File: src/rtl/seq_chunk_adder.sv
// Sequential chunked adder/subtractor.
// Adds CHUNK bits per cycle with a registered carry between chunks.
module seq_chunk_adder #(
    parameter int SIZE  = 16,
    parameter int CHUNK = 4
) (
    input  logic            clk,
    input  logic            rst,
    input  logic            start,
    input  logic [SIZE-1:0] x,
    input  logic [SIZE-1:0] y,
    input  logic            cin,
    input  logic            sub,
    output logic            busy,
    output logic            done,
    output logic [SIZE-1:0] sum,
    output logic            cout,
    output logic            overflow
);

    localparam int NCHUNK = SIZE / CHUNK;
    localparam int CW = (NCHUNK > 1) ? $clog2(NCHUNK) : 1;
    localparam logic [CW-1:0] LAST = CW'(NCHUNK - 1);

    typedef enum logic [1:0] {
        IDLE,
        BUSY,
        DONE
    } state_t;

    state_t state, state_nx;

    logic [SIZE-1:0] a_q;
    logic [SIZE-1:0] b_q;
    logic [SIZE-1:0] acc;
    logic            carry_q;
    logic [CW-1:0]   cnt;

    logic [CHUNK-1:0] ach;
    logic [CHUNK-1:0] bch;
    logic [CHUNK:0]   csum;
    logic [SIZE-1:0]  res;
    logic             last;
    logic             load;

    // Operate on the current chunk only; the carry comes from a register.
    always_comb begin
        ach  = a_q[cnt*CHUNK +: CHUNK];
        bch  = b_q[cnt*CHUNK +: CHUNK];
        csum = {1'b0, ach} + {1'b0, bch} + {{CHUNK{1'b0}}, carry_q};
        res  = acc;
        res[cnt*CHUNK +: CHUNK] = csum[CHUNK-1:0];
        last = (cnt == LAST);
        load = start && (state != BUSY);
    end

    // State register.
    always_ff @(posedge clk) begin
        if (rst)
            state <= IDLE;
        else
            state <= state_nx;
    end

    // Next-state logic and status outputs.
    always_comb begin
        state_nx = state;
        busy     = 1'b0;
        done     = 1'b0;
        unique case (state)
            IDLE: begin
                if (start)
                    state_nx = BUSY;
            end
            BUSY: begin
                busy = 1'b1;
                if (last)
                    state_nx = DONE;
            end
            DONE: begin
                done     = 1'b1;
                state_nx = start ? BUSY : IDLE;
            end
            default: state_nx = IDLE;
        endcase
    end

    // Operand capture, per-chunk accumulation and result load.
    always_ff @(posedge clk) begin
        if (rst) begin
            a_q      <= '0;
            b_q      <= '0;
            acc      <= '0;
            carry_q  <= 1'b0;
            cnt      <= '0;
            sum      <= '0;
            cout     <= 1'b0;
            overflow <= 1'b0;
        end else if (load) begin
            a_q     <= x;
            b_q     <= sub ? ~y : y;
            carry_q <= sub | cin;
            cnt     <= '0;
        end else if (state == BUSY) begin
            acc     <= res;
            carry_q <= csum[CHUNK];
            cnt     <= last ? '0 : cnt + 1'b1;
            if (last) begin
                sum      <= res;
                cout     <= csum[CHUNK];
                // carry into the MSB is a^b^s at that bit
                overflow <= a_q[SIZE-1] ^ b_q[SIZE-1]
                          ^ res[SIZE-1] ^ csum[CHUNK];
            end
        end
    end

endmodule

File: config.mk
export PLATFORM = sky130hd
export DESIGN_NAME = seq_chunk_adder
export DESIGN_NICKNAME = d
export VERILOG_FILES = /design/src/rtl/seq_chunk_adder.sv
export SDC_FILE = /design/constraint.sdc
export NUM_CORES = 1
export LEC_CHECK = 0
export BUFFER_PORTS_ARGS = -buffer_cell sky130_fd_sc_hd__buf_2
export CORE_ASPECT_RATIO = 0.6
export CORE_UTILIZATION = 55
export DETAILED_ROUTE_END_ITERATION = 16
export GPL_ROUTABILITY_DRIVEN = 0
export PLACE_DENSITY = 0.87
export SYNTH_ARGS = -nofsm -noshare
export SYNTH_HDL_FRONTEND = slang
export SYNTH_SLANG_ARGS = --single-unit
File: constraint.sdc
create_clock -name clk -period 5.8 [get_ports clk]
set_clock_uncertainty 0.15 [all_clocks]
set_input_delay 0.29 -clock clk [delete_from_list [all_inputs] [get_ports clk]]
set_output_delay 0.29 -clock clk [all_outputs]
set_load 0.005 [all_outputs]
==> impl_results.md <==
* Detailed Route WL at 7.19 mm
* Syn Area/Cell at 8.91 µm²
* Vias in the first global route at 2,327
* Final setup fails at 0
* DP Wirelength at 5.17 mm
* Fin Setup TNS at 0 ns
* Worst-Margin Slew at 1.11 ns
* Ant diodes at 0
* Chip width at 101 µm
* PortBufs at 56
* Multi-input gate area at 1640 µm²
* Clock Sinks at 71
* Layout area overhead at 14.1%
* Num CTS Buffers at 9
* Final hold violations at 0
* Arr. time, crit path at 3.26 ns
* Max clock buf depth at 2
* Crit path max fanout at 15
* Clk_lat worst skew at 0.35 ns
* RSZ-0062 raised after global routing: false
* CTS resizes at 0
* DRC violations left at 0
* Die span in y at 61.3 µm
* Post-DR wirelength/cell at 14.7 µm
* Overall Global Routing Usage at 25.0%
* FILL cells at 477
* Share of the synthesized area in the top cell type at 44.0%
* Area after DPL at 3510 µm²
* Cell taking the most area after synthesis: dfxtp_1
* Post-synthesis sequential area ratio at 44.0%
* # rows at 21
* Post-route antenna net violation count at 0
* Minimum clock period at 3.23 ns
* Final worst-path cycle share at 55.6%
* Initial antenna violation count at 0
* Htree depth at 3
* Mapped Cells at 362
* Max VDD drop at 108 µV
* Crit start category: flop
* Initial core utilization at 57.4%
* Type of the worst setup path: reg -> reg
* Static leakage at 1.44 nW
* Yosys cell types at 32
* Cell area after synthesis at 3230 µm²
* Layout cells sized above 1 at 21.2%
* Slew HR at 25.8%
* Die area at 6190 µm²
* Vias per std cell at 5.49
* Via count at 2,692
* GR Overflow Total at 0
* Final net count at 453
* Largest net degree at the start of global routing at 72
* Pins over their slew limit at 0
* DRT Pass-1 Iters at 4
* Iteration-0 DRC Markers at 140
* IO Pins at 57
* Seq. cell area at 1420 µm²
* Global-route wire length before repair at 11.5 mm
* TritonCTS clock tree: built
* Post-CTS Setup Repair Bufs at 0
* Design area at 3680 µm²
* Pwr Total at 0.00105 W
* Cts-stage hold buffer count at 0
* Status: complete, no violations
* Synthesized flop and latch total at 71
* Fmax at 310 MHz
* Yosys Warn Count at 0
* Clock-pin slew on the worst setup and hold paths at 0.07 ns
* Root Buffer: clkbuf_8
* HP Class: in -> reg
* Max Cap Violations at 0
* Synth top area cells: dfxtp_1, a211oi_1, nor2_1
* PwrDens at 285 nW/µm²
* WP data required at 5.83 ns
* Mapped Nets at 410
* Crit path capture type: flop
* CORE AREA at 5620 µm²
cell families (layout without fill, tap and decap cells):
family / Yosys count / after routing / share of synthesized area, %
xor gates and xnor gates: 20 / 20 / 5.43
buffers and inverters: 41 / 89 / 5.08
and+or+nand+nor: 125 / 125 / 16.1
AOI/OAI and AO/OA: 86 / 86 / 19.0
adders and majority gates: 11 / 11 / 4.73
DFF: 71 / 71 / 44.0
muxes: 8 / 8 / 5.58
critical path: stages, from the launching register on:
cell	delay, ns
dfxtp_1	0.84
mux4_2	0.63
fa_1	0.45
inv_1	0.08
fa_1	0.20
nand2b_1	0.13
a21oi_1	0.11
xnor2_1	0.24
xnor2_1	0.15
a211oi_1	0.09
synth_stat cells:
cell type   n
xnor2_1    19
xor2_1      1
nor2_1     67
o32ai_1     3
dfxtp_1    71
ha_1        9
nor3_1      6
fa_1        2
nand3_1     4
and3b_1     1
a21oi_1    26
nor2b_1     2
a22oi_1     8
a211oi_1   44
and3_1      2
and2_1      2
buf_1       2
or4_4       1
inv_1      12
mux4_2      8
and3_2      1
o32a_4      1
clkinv_1    1
a21boi_2    1
a211oi_2    2
nor4_1      1
inv_2       2
nand2_1    36
o211ai_1    1
clkbuf_1   16
buf_2       8
nand2b_1    2
registers in the layout (all words and copies together) (netlist names):
signal and flops:
b_q 16, cnt 2, acc 16, cout 1, carry_q 1, a_q 16, overflow 1, sum 16
state 2
metal layers:
layer / vias up / GRT usage [%] / part of all wire (%)
met5: - / 0 / 0
met2: 88 / 34.5 / 41
li1: 1345 / - / -
met4: 0 / 9.11 / 0.95
met1: 1252 / 36.2 / 51
met3: 7 / 8.74 / 7.3
per-stage QoR:
stage | std cells | utilization [%] | setup WS (ns) | hold WS (ns)
2_1_floorplan | 362 | - | 2.99 | 0.276
3_3_place_gp | 474 | 62.5 | 2.72 | 0.296
3_5_place_dp | 474 | 62.5 | 2.62 | 0.299
4_1_cts | 490 | 65.5 | 2.59 | 0.0140
5_1_grt | 490 | 65.5 | 2.35 | 0.0265
6_report | 490 | 65.5 | 2.57 | 0.0244
layout make-up:
| class | count | area share [%] |
|---|---|---|
| Tap cell | 80 | 2.72 |
| Inverter | 15 | 1.53 |
| Sequential cell | 71 | 38.6 |
| Clock buffer | 13 | 4.04 |
| Clock inverter | 3 | 0.510 |
| Timing Repair Buffer | 58 | 8.02 |
| Multi-Input combinational cell | 250 | 44.6 |
power breakdown:
part / switching, W / internal (W) / total (W)
logic: 0.0000953 / 0.0000703 / 0.000166
clock network: 0.000180 / 0.000167 / 0.000346
registers: 0.0000213 / 0.000517 / 0.000538
total: 0.000296 / 0.000754 / 0.00105
final timing paths:
check	start	endpoint	slack, ns	cells past startpoint
max	cnt[0]	overflow	2.57	9
min	x[1]	a_q[1]	0.02	3
max reg2reg	cnt[0]	overflow	2.57	9
min reg2reg	a_q[7]	a_q[7]	0.30	2
cell usage in the layout (no fill, tap or decap), drive strengths merged:
| master | instances |
|---|---|
| dfxtp | 71 |
| nor2 | 67 |
| buf | 58 |
| a211oi | 46 |
| nand2 | 36 |
| a21oi | 26 |
| xnor2 | 19 |
| inv | 14 |
| clkbuf | 13 |
| ha | 9 |
| mux4 | 8 |
| a22oi | 8 |
| nor3 | 6 |
| nand3 | 4 |
| clkinv | 4 |
| o32ai | 3 |
| and3 | 3 |
| nand2b | 2 |
| nor2b | 2 |
| and2 | 2 |
| fa | 2 |
| a21boi | 1 |
| and3b | 1 |
| nor4 | 1 |
| or4 | 1 |
| o32a | 1 |
| xor2 | 1 |
| o211ai | 1 |
Power figures use the tool's default switching activity.
